**src/rtl/fp_add_normalize_seq_if.sv**
```systemverilog
// Valid/ready bundle between the FP add pipeline's unnormalized-sum stage and
// the iterative normalizer, plus the packed-result return path.
interface fp_add_normalize_seq_if #(
    parameter int TAG_WIDTH = 6
);
    logic                 in_valid;
    logic                 in_ready;
    logic [31:0]          in_add_significand;
    logic [7:0]           in_add_exponent;
    logic                 in_add_result_sign;
    logic                 in_logical_subtract;
    logic                 in_result_is_inf;
    logic                 in_result_is_nan;
    logic [TAG_WIDTH-1:0] in_tag;

    logic                 out_valid;
    logic                 out_ready;
    logic [31:0]          out_result;
    logic [TAG_WIDTH-1:0] out_tag;

    // Environment side: offers operations and consumes results.
    modport master (
        output in_valid, in_add_significand, in_add_exponent, in_add_result_sign,
               in_logical_subtract, in_result_is_inf, in_result_is_nan, in_tag,
        input  in_ready,
        input  out_valid, out_result, out_tag,
        output out_ready
    );

    // Normalizer side.
    modport slave (
        input  in_valid, in_add_significand, in_add_exponent, in_add_result_sign,
               in_logical_subtract, in_result_is_inf, in_result_is_nan, in_tag,
        output in_ready,
        output out_valid, out_result, out_tag,
        input  out_ready
    );
endinterface

```
**src/rtl/fp_add_normalize_seq.sv**
```systemverilog
// Single-lane iterative normalizer: shifts the unnormalized FP add sum by at most
// SHIFT_PER_CYCLE bits per cycle, then packs an IEEE-754 single-precision result.
module fp_add_normalize_seq #(
    parameter int SHIFT_PER_CYCLE = 4,
    parameter int TAG_WIDTH       = 6
) (
    input  logic                 clk,
    input  logic                 reset,
    fp_add_normalize_seq_if.slave bus
);

    typedef enum logic [1:0] {
        IDLE,
        NORM,
        DONE
    } state_t;

    localparam logic [30:0] INF_MAG   = 31'h7F80_0000;
    localparam logic [31:0] QNAN      = 32'h7FC0_0000;
    localparam logic [4:0]  SHIFT_MAX = 5'(SHIFT_PER_CYCLE);

    state_t               state_q;
    logic                 out_valid_q;
    logic [31:0]          out_result_q;
    logic [TAG_WIDTH-1:0] out_tag_q;

    // Working copy of the operation being normalized.
    logic [24:0]          sig_q;
    logic signed [9:0]    exp_q;
    logic                 sign_q;
    logic                 sub_q;
    logic                 inf_q;
    logic                 nan_q;
    logic [TAG_WIDTH-1:0] tag_q;

    logic                 accept;
    logic [4:0]           lz;
    logic [4:0]           shift_amt;
    logic signed [9:0]    shift_exp;
    logic                 sig_zero;
    logic                 norm_finish;
    logic [31:0]          norm_result;
    logic [24:0]          next_sig;
    logic signed [9:0]    next_exp;
    logic                 unused_sig_hi;

    // Bits 31:25 of the incoming sum are guaranteed zero by the add pipeline.
    assign unused_sig_hi = |bus.in_add_significand[31:25];

    assign bus.in_ready   = (state_q == IDLE) && !reset;
    assign bus.out_valid  = out_valid_q;
    assign bus.out_result = out_result_q;
    assign bus.out_tag    = out_tag_q;

    assign accept = bus.in_valid && bus.in_ready;

    function automatic logic [4:0] count_lz(input logic [23:0] s);
        logic [4:0] n;
        logic       found;
        n     = '0;
        found = 1'b0;
        for (int i = 23; i >= 0; i--) begin
            if (!found) begin
                if (s[i]) found = 1'b1;
                else      n     = n + 5'd1;
            end
        end
        return n;
    endfunction

    function automatic logic [31:0] pack(input logic             sign,
                                         input logic signed [9:0] e,
                                         input logic [22:0]      frac);
        if (e >= 10'sd255) return {sign, INF_MAG};
        else               return {sign, e[7:0], frac};
    endfunction

    // NOTE: every output of this block gets a default first so no path leaves a
    // value unassigned, which would otherwise infer a latch.
    always_comb begin
        lz          = count_lz(sig_q[23:0]);
        shift_amt   = (lz > SHIFT_MAX) ? SHIFT_MAX : lz;
        shift_exp   = $signed({5'd0, shift_amt});
        sig_zero    = (sig_q == '0);
        norm_finish = 1'b1;
        norm_result = '0;
        next_sig    = sig_q;
        next_exp    = exp_q;

        if (nan_q) begin
            norm_result = QNAN;
        end else if (inf_q) begin
            norm_result = {sign_q, INF_MAG};
        end else if (sig_zero || exp_q <= 10'sd0) begin
            // Exact cancellation x-x yields +0; underflow keeps the sign.
            norm_result = {sign_q && !(sig_zero && sub_q), 31'd0};
        end else if (sig_q[24]) begin
            // Rounding already happened upstream, so the shifted-out bit is dropped.
            norm_result = pack(sign_q, exp_q + 10'sd1, sig_q[23:1]);
        end else if (sig_q[23]) begin
            norm_result = pack(sign_q, exp_q, sig_q[22:0]);
        end else if (exp_q <= shift_exp) begin
            norm_result = {sign_q, 31'd0};
        end else begin
            norm_finish = 1'b0;
            next_sig    = sig_q << shift_amt;
            next_exp    = exp_q - shift_exp;
        end
    end

    // NOTE: sequential state uses non-blocking assignments so every register
    // samples the pre-edge values regardless of statement order.
    always_ff @(posedge clk) begin
        if (reset) begin
            state_q      <= IDLE;
            out_valid_q  <= 1'b0;
            out_result_q <= '0;
            out_tag_q    <= '0;
        end else begin
            case (state_q)
                IDLE: begin
                    if (accept) state_q <= NORM;
                end
                NORM: begin
                    if (norm_finish) begin
                        out_result_q <= norm_result;
                        out_tag_q    <= tag_q;
                        state_q      <= DONE;
                    end
                end
                DONE: begin
                    if (!out_valid_q) begin
                        out_valid_q <= 1'b1;
                    end else if (bus.out_ready) begin
                        out_valid_q <= 1'b0;
                        state_q     <= IDLE;
                    end
                end
                default: state_q <= IDLE;
            endcase
        end
    end

    // NOTE: the working registers carry no reset; they are always loaded on
    // accept before NORM reads them, and control state alone defines validity.
    always_ff @(posedge clk) begin
        if (accept) begin
            sig_q  <= bus.in_add_significand[24:0];
            exp_q  <= $signed({2'b00, bus.in_add_exponent});
            sign_q <= bus.in_add_result_sign;
            sub_q  <= bus.in_logical_subtract;
            inf_q  <= bus.in_result_is_inf;
            nan_q  <= bus.in_result_is_nan;
            tag_q  <= bus.in_tag;
        end else if (state_q == NORM && !norm_finish) begin
            sig_q <= next_sig;
            exp_q <= next_exp;
        end
    end

endmodule

```
**src/flat_wrapper.sv**
```systemverilog
// flat-port wrapper written by rule: the top's interface ports become plain ports
module fp_add_normalize_seq_flat 
#(
    parameter int SHIFT_PER_CYCLE = 4,
    parameter int TAG_WIDTH       = 6
)
  (clk, reset, bus_in_valid, bus_in_add_significand, bus_in_add_exponent, bus_in_add_result_sign, bus_in_logical_subtract, bus_in_result_is_inf, bus_in_result_is_nan, bus_in_tag, bus_in_ready, bus_out_valid, bus_out_result, bus_out_tag, bus_out_ready);
  fp_add_normalize_seq_if #(.TAG_WIDTH(TAG_WIDTH)) bus_i ();
  input  logic clk;
  input  logic reset;
  input wire logic [$bits(bus_i.in_valid)-1:0] bus_in_valid;
  input wire logic [$bits(bus_i.in_add_significand)-1:0] bus_in_add_significand;
  input wire logic [$bits(bus_i.in_add_exponent)-1:0] bus_in_add_exponent;
  input wire logic [$bits(bus_i.in_add_result_sign)-1:0] bus_in_add_result_sign;
  input wire logic [$bits(bus_i.in_logical_subtract)-1:0] bus_in_logical_subtract;
  input wire logic [$bits(bus_i.in_result_is_inf)-1:0] bus_in_result_is_inf;
  input wire logic [$bits(bus_i.in_result_is_nan)-1:0] bus_in_result_is_nan;
  input wire logic [$bits(bus_i.in_tag)-1:0] bus_in_tag;
  output wire logic [$bits(bus_i.in_ready)-1:0] bus_in_ready;
  output wire logic [$bits(bus_i.out_valid)-1:0] bus_out_valid;
  output wire logic [$bits(bus_i.out_result)-1:0] bus_out_result;
  output wire logic [$bits(bus_i.out_tag)-1:0] bus_out_tag;
  input wire logic [$bits(bus_i.out_ready)-1:0] bus_out_ready;
  assign bus_i.in_valid = bus_in_valid;
  assign bus_i.in_add_significand = bus_in_add_significand;
  assign bus_i.in_add_exponent = bus_in_add_exponent;
  assign bus_i.in_add_result_sign = bus_in_add_result_sign;
  assign bus_i.in_logical_subtract = bus_in_logical_subtract;
  assign bus_i.in_result_is_inf = bus_in_result_is_inf;
  assign bus_i.in_result_is_nan = bus_in_result_is_nan;
  assign bus_i.in_tag = bus_in_tag;
  assign bus_in_ready = bus_i.in_ready;
  assign bus_out_valid = bus_i.out_valid;
  assign bus_out_result = bus_i.out_result;
  assign bus_out_tag = bus_i.out_tag;
  assign bus_i.out_ready = bus_out_ready;
  fp_add_normalize_seq #(.SHIFT_PER_CYCLE(SHIFT_PER_CYCLE), .TAG_WIDTH(TAG_WIDTH)) u_core (.clk(clk), .reset(reset), .bus(bus_i));
endmodule
```
**config.mk**
```make
export PLATFORM = sky130hd
export DESIGN_NAME = fp_add_normalize_seq_flat
export DESIGN_NICKNAME = d
export VERILOG_FILES = /design/src/rtl/fp_add_normalize_seq_if.sv /design/src/rtl/fp_add_normalize_seq.sv /design/src/flat_wrapper.sv
export SDC_FILE = /design/constraint.sdc
export NUM_CORES = 1
export LEC_CHECK = 0
export CAP_MARGIN = 20
export CORE_ASPECT_RATIO = 0.9
export CORE_MARGIN = 2
export CORE_UTILIZATION = 50
export CTS_CLUSTER_DIAMETER = 100
export DETAILED_ROUTE_END_ITERATION = 8
export PLACE_DENSITY = 0.78
export SLEW_MARGIN = 10
export SYNTH_ARGS = -nofsm -noshare
export SYNTH_HDL_FRONTEND = slang
export SYNTH_SLANG_ARGS = --single-unit
```
**constraint.sdc**
```tcl
create_clock -name clk -period 19.15 [get_ports clk]
set_clock_uncertainty 0.2 [all_clocks]
set_input_delay 3.83 -clock clk [delete_from_list [all_inputs] [get_ports clk]]
set_output_delay 3.83 -clock clk [all_outputs]
set_load 0.05 [all_outputs]
```
---- Word-level counts from Yosys, hierarchy flattened ----
Cells that the tools add are included.
word-level totals
  output and inout bits ................... 40
  register bits after elaboration ......... 86
  input port bits ......................... 54
  logic and storage cells ................. 211
operators by class
  shifts and indexed selects .............. 1
  reduce and logical (&&, ||, !) cells .... 18
  bitwise operators ....................... 6
  mux-type cells .......................... 130
  eq/ne operators ......................... 12
  $lt $le $gt $ge ......................... 5
  $add $sub $neg .......................... 25
operator list
  operator               count
  $mux 5                 47
  $mux 25                8
  $mux 32                6
  $add 5x1->5 const B    22
  $mux 8                 8
  $mux 31                2
  $mux 1                 54
  $logic_not 25->1       1
  $shl 25x5->25          1
  $ge 10x9->1 const B    2
  $reduce_and 7->1       2
  $add 10x2->10 const B  1
  $le 10x1->1 const B    1
  $le 10x6->1            1
  $ne 2x1->1 const B     5
  $ne 2x2->1 const B     5
  $sub 10x6->10          1
  $mux 2                 4
  $reduce_and 4->1       2
  $not 1->1              6
  $pmux 2 s3             1
  $gt 5x3->1 const B     1
  $logic_and 1x1->1      5
  $reduce_and 5->1       1
  other kinds (8)        10

---- Longest topological paths before layout ----
Gate-level depths: netlist of the first run.
  word-level depth ........................ 83
  mapped depth ............................ 80

---- Worst setup path before layout of the first run ----
No wires, ideal clock.
  kind .................................... register to register
  start point ............................. register u_core.sig_q[23]
  end point ............................... register u_core.exp_q[0] (enable)
  path slack .............................. 5.973 ns
  arrival time ............................ 12.591 ns
  library setup time ...................... 0.386 ns
  buffers on the path ..................... 4
  cell stages (with the launch flop) ...... 76
  data required time ...................... 18.564 ns
  cell sequence ........................... edfxtp_1 buf_6 or2_1 buf_4 inv_2 ha_1 inv_1 a21oi_1 ha_1 nand2b_1 a21oi_1 a21oi_1 mux2i_1 o21ai_0 ha_1 a21oi_1 ha_1 nor2b_1 [40 not listed] or2_2 buf_2 nor2_1 ha_1 fa_1 nor2b_1 o21ai_0 nand2b_1 a21oi_1 a31o_2 a21o_1 or3_1 clkbuf_1 nor3_1 nand2_1 nor2_1 nor2_1 inv_1
between the ends
  word-level cells in the longest chain between the ends .. 83
  elaborated cells on any way between the ends .. 111
ends and longest elaborated chain
  element                                line                         text
  start: declaration                     fp_add_normalize_seq.sv:28   logic [24:0] sig_q;
  start signal: assignment               fp_add_normalize_seq.sv:148  sig_q <= bus.in_add_significand[24:0];
  start signal: assignment               fp_add_normalize_seq.sv:156  sig_q <= next_sig;
  $mux 1                                 fp_add_normalize_seq.sv:64   if (s[i]) found = 1'b1;
  $add 1x1->2                            fp_add_normalize_seq.sv:65   else n = n + 5'd1;
  $mux 5                                 fp_add_normalize_seq.sv:64
  $mux 5                                 fp_add_normalize_seq.sv:63   if (!found) begin
  $add 5x1->5                            fp_add_normalize_seq.sv:65
  $mux 5                                 fp_add_normalize_seq.sv:64
  $mux 5                                 fp_add_normalize_seq.sv:63
  $add 5x1->5                            fp_add_normalize_seq.sv:65
  [67 not listed]                        -
  $mux 1                                 fp_add_normalize_seq.sv:97   end else if (sig_q[24]) begin
  $mux 1                                 fp_add_normalize_seq.sv:94   end else if (sig_zero || exp_q <= 10'sd0) begin
  $mux 1                                 fp_add_normalize_seq.sv:92   end else if (inf_q) begin
  $mux 1                                 fp_add_normalize_seq.sv:90   if (nan_q) begin
  $logic_not 1->1                        fp_add_normalize_seq.sv:155  end else if (state_q == NORM && !norm_finish) begin
  $logic_and 1x1->1                      fp_add_normalize_seq.sv:155
  $reduce_bool 2->1 (no source line)     -
  $reduce_and 7->1 (no source line) (*)  -
  end signal: assignment                 fp_add_normalize_seq.sv:149  exp_q <= $signed({2'b00, bus.in_add_exponent});
  end signal: assignment                 fp_add_normalize_seq.sv:157  exp_q <= next_exp;
  end: declaration                       fp_add_normalize_seq.sv:29   logic signed [9:0] exp_q;
Every way passes the cells marked *; elsewhere a longest branch is shown, timed or not.
A chain may end at the register's enable or synchronous reset.

---- Worst setup path after layout of the first run ----
  start point ............................. register u_core.sig_q[23]
  end point ............................... register u_core.sig_q[21] (enable)
between the ends
  word-level cells in the longest chain between the ends .. 83
  elaborated cells on any way between the ends .. 111
ends and longest elaborated chain
  element                                line
  $mux 1                                 fp_add_normalize_seq.sv:64
  $add 1x1->2                            fp_add_normalize_seq.sv:65
  $mux 5                                 fp_add_normalize_seq.sv:64
  $mux 5                                 fp_add_normalize_seq.sv:63
  $add 5x1->5                            fp_add_normalize_seq.sv:65
  $mux 5                                 fp_add_normalize_seq.sv:64
  $mux 5                                 fp_add_normalize_seq.sv:63
  $add 5x1->5                            fp_add_normalize_seq.sv:65
  [67 not listed]                        -
  $mux 1                                 fp_add_normalize_seq.sv:97
  $mux 1                                 fp_add_normalize_seq.sv:94
  $mux 1                                 fp_add_normalize_seq.sv:92
  $mux 1                                 fp_add_normalize_seq.sv:90
  $logic_not 1->1                        fp_add_normalize_seq.sv:155
  $logic_and 1x1->1                      fp_add_normalize_seq.sv:155
  $reduce_bool 2->1 (no source line)     -
  $reduce_and 7->1 (no source line) (*)  -
Marked as above.

==> flow_summary_export.csv, run 1 <==
group,metric,value,unit
status,status,"complete, no violations",
clock_network,cts.path.max_buffers,2,
worst_setup_path,crit_path_start_kind,"flop",
clock_network,root_buffer,"clkbuf_16",
clock_network,postCtsSetupBuffers,0,
yosys,async_flop_share,0,%
drt,drc_errors,0,
worst_setup_path,crit_start,"u_core.sig_q[23]$_DFFE_PP_",
drt,drt_iter0_markers,577,
yosys,ys_warn_count,0,
pwr,switching_share,33.4,%
clock_network,cts-buffers-inserted,9,
final_layout,nets,1157,
yosys,ys_ff_latch,86,
final_layout,multi_input_area,5650,um2
floorplanning,dieHeight,126,um
place,io_buffer_count,86,
worst_setup_path,reg2reg_from,"u_core.sig_q[23]$_DFFE_PP_",
place,place.gp.congestion,0.886,
pwr,p_seq_share,41.3,%
drt,ant_nets,0,
floorplanning,initial_core_util,51.1,%
worst_setup_path,max_stage_delay,0.65,ns
min_path,hp-class,"flop to flop",
final_layout,final_cell_mix,"nor2_1 (123), nand2_1 (102), a21oi_1 (98)",
pwr,p_clk_share,32.8,%
worst_setup_path,critPathKind,"flop to flop",
floorplanning,die_area,17500,um2
final_layout,area_delta_synth_final,14.7,%
final_layout,fill_cells,1474,
worst_setup_path,worstPathMaxFanout,31,
worst_setup_path,cp_common_cell,"ha_1",
clock_network,clk_pin_slew,0.07,ns
yosys,ys_types,99,
worst_setup_path,crit_path_end_kind,"flop",
pwr,leakagePower,0.00341,uW
pwr,internal-power,355,uW
global_route,grt_usage,24.7,%
final_layout,finalInstanceArea,9420,um2
timing,worstMarginPinSlew,0.984,ns
global_route,grt_pass1_vias,7220,
drt,viasPerCell,6.08,
floorplanning,io_pins,94,
timing,fin_setup_tns,0,ns
timing,rsz0062_at_grt,"no",
worst_setup_path,rr_endpoint,"u_core.sig_q[21]$_DFFE_PP_",
clock_network,cts_tree,"built",
timing,max_freq,64.7,MHz
yosys,synth-edff-count,43,
yosys,syn_area_per_cell,7.93,um2
global_route,grt_pass1_wl,35900,um
global_route,grt_max_degree,73,
clock_network,ctsResizeCount,0,
final_layout,utilization,58.6,%
job,max-cap-violations,0,
final_layout,seq_area,2150,um2
drt,post_drt_wl_per_cell,17.0,um
final_layout,final_common_cell,"nor2_1",
pwr,pwr-share-comb,25.9,%
timing,finalMaxSlewViolations,0,
worst_setup_path,arrival,15.23,ns
yosys,netlist_area,8210,um2
floorplanning,core-area,16100,um2
yosys,dominantRegCellSynth,"edfxtp_1",
floorplanning,die_x,139,um
floorplanning,rows,44,
worst_setup_path,reg2reg_depth,72,
final_layout,layout-drive-gt1-share,7.04,%
clock_network,clkLatencyLatePin,0.35,ns
drt,num_vias,7824,
pwr,p_switching,178,uW
clock_network,cts.sinks,86,
yosys,synth_top_area_share,15.7,%
place,dp_hpwl,16300,um
final_layout,diodes,0,
worst_setup_path,cp-endpoint,"u_core.sig_q[21]$_DFFE_PP_",
yosys,synth-seq-area-share,26.2,%
clock_network,htreeDepth,3,
global_route,antenna_found_initial,0,
global_route,grt.overflow.total,0,
drt,drt-total-wl,21800,um
yosys,yosys-top-cells-area,"edfxtp_1 (16%), dfxtp_1 (10%), a21oi_1 (6.0%)",
pwr,ir_worst_vdd,0.0467,mV
worst_setup_path,cp_slowest_cell,"or3_1",
timing,finalSetupViolCount,0,
place,place_area,9100,um2
timing,fin_crit_sh,80.7,%
timing,slew_headroom,33.8,%
worst_setup_path,cp.required,18.94,ns
worst_setup_path,r2r_setup_slack,3.70,ns
yosys,yosysTopAreaCell,"edfxtp_1",
clock_network,cts_hold_buf,0,
timing,finalHoldViolCount,0,
yosys,postSynthCellCount,1035,
pwr,powerDensity,56.6,nW/um2
drt,firstDrtPassIters,6,
timing,fin_crit,15.45,ns
==> per-stage QoR <==
| step | instances | power (uW) | worst slack, ns | hold slack [ns] |
|---|---|---|---|---|
| global placement | 1268 | 356 | 4.19 | 0.241 |
| global route | 1286 | 559 | 2.38 | 0.281 |
| floorplan | 1036 | 321 | 5.97 | 0.256 |
| finish | 1286 | 533 | 3.70 | 0.254 |
| detailed placement | 1268 | 358 | 3.98 | 0.248 |
| CTS | 1284 | 533 | 3.91 | 0.257 |
==> state kept, by name, indices dropped and copies added (netlist names) <==
register	cells
u_core.bus.out_valid	1
u_core.state_q	2
u_core.sub_q	1
u_core.nan_q	1
u_core.bus.out_result	32
u_core.sign_q	1
u_core.sig_q	25
u_core.bus.out_tag	6
u_core.tag_q	6
u_core.inf_q	1
u_core.exp_q	10
==> worst min path at each step <==
stage / from / endpoint / depth (start not counted)
after floorplan: u_core.exp_q[8]$_SDFFE_PP0P_ / u_core.exp_q[8]$_SDFFE_PP0P_ / 2
after global placement: u_core.bus.out_result[31]$_SDFFE_PP0P_ / u_core.bus.out_result[31]$_SDFFE_PP0P_ / 2
after detailed placement: u_core.bus.out_tag[0]$_SDFFE_PP0P_ / u_core.bus.out_tag[0]$_SDFFE_PP0P_ / 2
after CTS: u_core.bus.out_result[31]$_SDFFE_PP0P_ / u_core.bus.out_result[31]$_SDFFE_PP0P_ / 2
after global routing: u_core.bus.out_tag[0]$_SDFFE_PP0P_ / u_core.bus.out_tag[0]$_SDFFE_PP0P_ / 2
final: u_core.bus.out_tag[0]$_SDFFE_PP0P_ / u_core.bus.out_tag[0]$_SDFFE_PP0P_ / 2
==> logic make-up after synthesis <==
logic type	synth area share [%]
and+or+nand+nor	25.7
AOI/OAI and AO/OA	23.5
buffers and inverters	5.12
DFF	26.2
xor gates and xnor gates	7.94
muxes	6.28
adders and majority gates	5.12
other	0.0457
==> routing by layer <==
| metal | global-route usage, % | vias up | wire length [um] |
|---|---|---|---|
| li1 | - | 3862 | - |
| met1 | 34.0 | 3672 | 9920 |
| met2 | 41.1 | 256 | 10300 |
| met3 | 4.10 | 34 | 1290 |
| met4 | 5.29 | 0 | 378 |
| met5 | 0 | - | 0 |
==> cells in the mapped netlist, types with 17 or more instances <==
cell type    n
o21a_1      20
nor2b_1     18
dfxtp_1     43
o21ai_0     45
a22oi_1     31
clkbuf_1    56
xnor2_1     28
edfxtp_1    43
a21oi_1     98
nor2_1     123
inv_1       28
o31ai_1     17
nand2_1    102
nor3_1      34
nand3_1     27
ha_1        28
mux2i_1     41
==> power groups by stage <==
| stage | combinational, uW | clock [uW] | sequential [uW] |
|---|---|---|---|
| after global placement | 132 | 0 | 223 |
| final | 138 | 175 | 220 |
| after global routing | 152 | 185 | 221 |
| after floorplan | 101 | 0 | 219 |
| after CTS | 136 | 177 | 220 |
| after detailed placement | 135 | 0 | 224 |
==> cell type report <==
type,instances,area share (%)
Multi-Input combinational cell,850,60.0
Sequential cell,86,22.9
Timing Repair Buffer,97,10.1
Tap cell,207,2.75
Clock buffer,9,2.39
Inverter,30,1.20
Clock inverter,7,0.784
==> worst max-delay path: cells and delay by family (launching register included) <==
kind,cells,cell delay [ns]
muxes,6,1.19
xor gates and xnor gates,1,0.18
buffers and inverters,5,0.70
and+or+nand+nor,22,4.25
DFF,1,0.60
AOI/OAI and AO/OA,24,3.83
adders and majority gates,14,4.13
(Power assumes the default switching activity.)
==> inputs of run 2 (changes only) <==
--- a/config.mk
+++ b/config.mk
@@ -11,7 +11,7 @@
 export CORE_UTILIZATION = 50
 export CTS_CLUSTER_DIAMETER = 100
 export DETAILED_ROUTE_END_ITERATION = 8
-export PLACE_DENSITY = 0.78
+export PLACE_DENSITY = 0.81
 export SLEW_MARGIN = 10
 export SYNTH_ARGS = -nofsm -noshare
 export SYNTH_HDL_FRONTEND = slang
==> constraint.sdc (replaced) <==
create_clock -name clk -period 13.5 [get_ports clk]
set_clock_uncertainty 0.2 [all_clocks]
set_input_delay 2.7 -clock clk [delete_from_list [all_inputs] [get_ports clk]]
set_output_delay 2.7 -clock clk [all_outputs]
set_load 0.05 [all_outputs]
==> run 2 against run 1 <==
Count of clock-buffer cells in the layout did not move. Non-clock buffer count increased by 49. Via count up 5.1%. Flip-flop and latch count stayed put. Register-to-register slack got worse by 3.3 ns. Wire length increased by 6.9%. Die area is the same. Core utilization rose by 4.2 points. Global-route usage is 0.12 points lower. Sequential share of layout area decreased by 1.5 points.
==> flow_summary_export.csv, run 2 (synthesis gave the netlist of run 1 again) <==
group,metric,value,unit
final_layout,diodes,0,
final_layout,multi_input_area,5900,um2
global_route,grt_pass1_wl,36000,um
worst_setup_path,arrival,13.08,ns
final_layout,fill_cells,1290,
worst_setup_path,max_stage_delay,0.45,ns
final_layout,final_cells,1335,
drt,ant_nets,0,
final_layout,finalInstanceArea,10100,um2
place,place_inst,1286,
clock_network,cts.sinks,86,
floorplanning,rows,44,
clock_network,clk_pin_slew,0.07,ns
place,place.gp.congestion,0.915,
worst_setup_path,rr_endpoint,"u_core.bus.out_result[10]$_SDFFE_PP0P_",
clock_network,htreeDepth,3,
clock_network,clkLatencyLatePin,0.34,ns
drt,firstDrtPassIters,5,
job,max-cap-violations,0,
global_route,grt_pass1_vias,7396,
floorplanning,core-area,16100,um2
min_path,worstHoldStart,"u_core.bus.out_tag[0]$_SDFFE_PP0P_",
timing,fin_crit,13.07,ns
timing,finalMaxSlewViolations,0,
worst_setup_path,cp.required,13.51,ns
final_layout,nets,1206,
worst_setup_path,reg2reg_depth,75,
clock_network,cts-buffers-inserted,9,
final_layout,seq_area,2150,um2
drt,drc_errors,0,
final_layout,final_cell_mix,"nor2_1 (111), nand2_1 (100), clkdlybuf4s50_1 (86)",
worst_setup_path,cp_common_cell,"ha_1",
pwr,leakagePower,0.00372,uW
floorplanning,initial_core_util,51.1,%
worst_setup_path,r2r_setup_slack,0.43,ns
drt,viasPerCell,6.16,
place,dp_hpwl,16500,um
timing,fin_crit_sh,96.8,%
worst_setup_path,critPathKind,"flop to flop",
clock_network,cts_tree,"built",
clock_network,cts_hold_buf,0,
worst_setup_path,reg2reg_from,"u_core.sig_q[22]$_DFFE_PP_",
worst_setup_path,worstPathMaxFanout,6,
timing,slew_headroom,21.3,%
place,io_buffer_count,86,
timing,max_freq,76.5,MHz
place,place_area,9250,um2
final_layout,final_common_cell,"nor2_1",
timing,finalSetupViolCount,0,
floorplanning,die_area,17500,um2
drt,post_drt_wl_per_cell,17.5,um
min_path,hp-class,"flop to flop",
final_layout,largest_register_ffs,32,
clock_network,root_buffer,"clkbuf_16",
floorplanning,die_x,139,um
min_path,min_to,"u_core.bus.out_tag[0]$_SDFFE_PP0P_",
min_path,min_path_cells,2,
worst_setup_path,crit_path_start_kind,"flop",
drt,drt_iter0_markers,674,
timing,worstMarginPinSlew,1.17,ns
drt,num_vias,8224,
final_layout,area_delta_synth_final,23.0,%
pwr,ir_worst_vdd,0.0786,mV
global_route,grt.overflow.total,0,
status,status,"complete, no violations",
global_route,grt_usage,24.6,%
drt,drt-total-wl,23400,um
global_route,grt_max_degree,74,
final_layout,layout-drive-gt1-share,15.5,%
timing,finalHoldViolCount,0,
timing,fin_setup_tns,0,ns
global_route,antenna_found_initial,0,
worst_setup_path,cp_slowest_cell,"edfxtp_1",
worst_setup_path,crit_path_end_kind,"flop",
clock_network,cts.path.max_buffers,2,
floorplanning,dieHeight,126,um
floorplanning,io_pins,94,
pwr,powerDensity,77.7,nW/um2
run 2: cell types whose count changed in the layout (fill, tap and decap cells not counted), moves of 7 or more:
cell,change
o21ai_0,-8
nor2_1,-12
a21oi_2,+13
o21ai_1,+7
a21oi_1,-14
nor2_2,+10
buf_4,+42
run 2: critical path, delay by kind of cell, from the launching register on:
kind / cells / cell delay (ns)
adder cells (fa/ha/maj): 13 / 3.67
AO/OA/AOI/OAI: 25 / 3.34
AND/OR/NAND/NOR: 23 / 3.03
multiplexers: 8 / 1.33
buffers and inverters: 5 / 0.73
flip-flops: 1 / 0.45
XOR/XNOR: 1 / 0.13
run 2: repair_timing:
action,in CTS,in global routing
buffers inserted,0,29
cloned,0,3
resized for setup,5,78
pin swaps,0,53
endpoints found under the setup margin,55,102
run 2: power breakdown:
part | switching, uW | internal, uW | total, uW
clock network | 115 | 131 | 246
logic | 125 | 102 | 228
registers | 22.1 | 289 | 312
run 2: area by class of cell:
| type | instances | area share, % |
|---|---|---|
| Clock buffer | 9 | 2.23 |
| Clock inverter | 7 | 0.706 |
| Inverter | 30 | 1.14 |
| Multi-Input combinational cell | 850 | 58.5 |
| Sequential cell | 86 | 21.3 |
| Tap cell | 207 | 2.56 |
| Timing Repair Buffer | 146 | 13.6 |
run 2: worst max path at each step:
stage                               start  depth (start not counted)  slack (ns)                                      to
5_1_grt        u_core.sig_q[22]$_DFFE_PP_                         75       -0.32  u_core.bus.out_result[10]$_SDFFE_PP0P_
6_report       u_core.sig_q[22]$_DFFE_PP_                         75        0.43  u_core.bus.out_result[10]$_SDFFE_PP0P_
2_1_floorplan  u_core.sig_q[23]$_DFFE_PP_                         75        0.32               u_core.exp_q[0]$_DFFE_PP_
4_1_cts        u_core.sig_q[22]$_DFFE_PP_                         72        0.07              u_core.sig_q[11]$_DFFE_PP_
3_5_place_dp   u_core.sig_q[22]$_DFFE_PP_                         70       -0.01              u_core.sig_q[23]$_DFFE_PP_
3_3_place_gp   u_core.sig_q[22]$_DFFE_PP_                         70        0.15              u_core.sig_q[23]$_DFFE_PP_
run 2: per-stage QoR:
stage	total power, uW	util (%)	setup slack [ns]	hold slack [ns]
after floorplan	455	-	0.323	0.256
after global placement	509	57.5	0.154	0.242
after detailed placement	514	57.5	-0.0143	0.248
after CTS	757	59.5	0.0736	0.257
after global routing	821	62.8	-0.321	0.278
final	785	62.8	0.432	0.256
run 2: routing by layer:
| metal | wire, um | vias up | GRT usage [%] |
|---|---|---|---|
| li1 | - | 3960 | - |
| met1 | 10200 | 3846 | 33.4 |
| met2 | 11000 | 360 | 41.3 |
| met3 | 1650 | 58 | 3.60 |
| met4 | 591 | 0 | 6.36 |
| met5 | 0 | - | 0 |
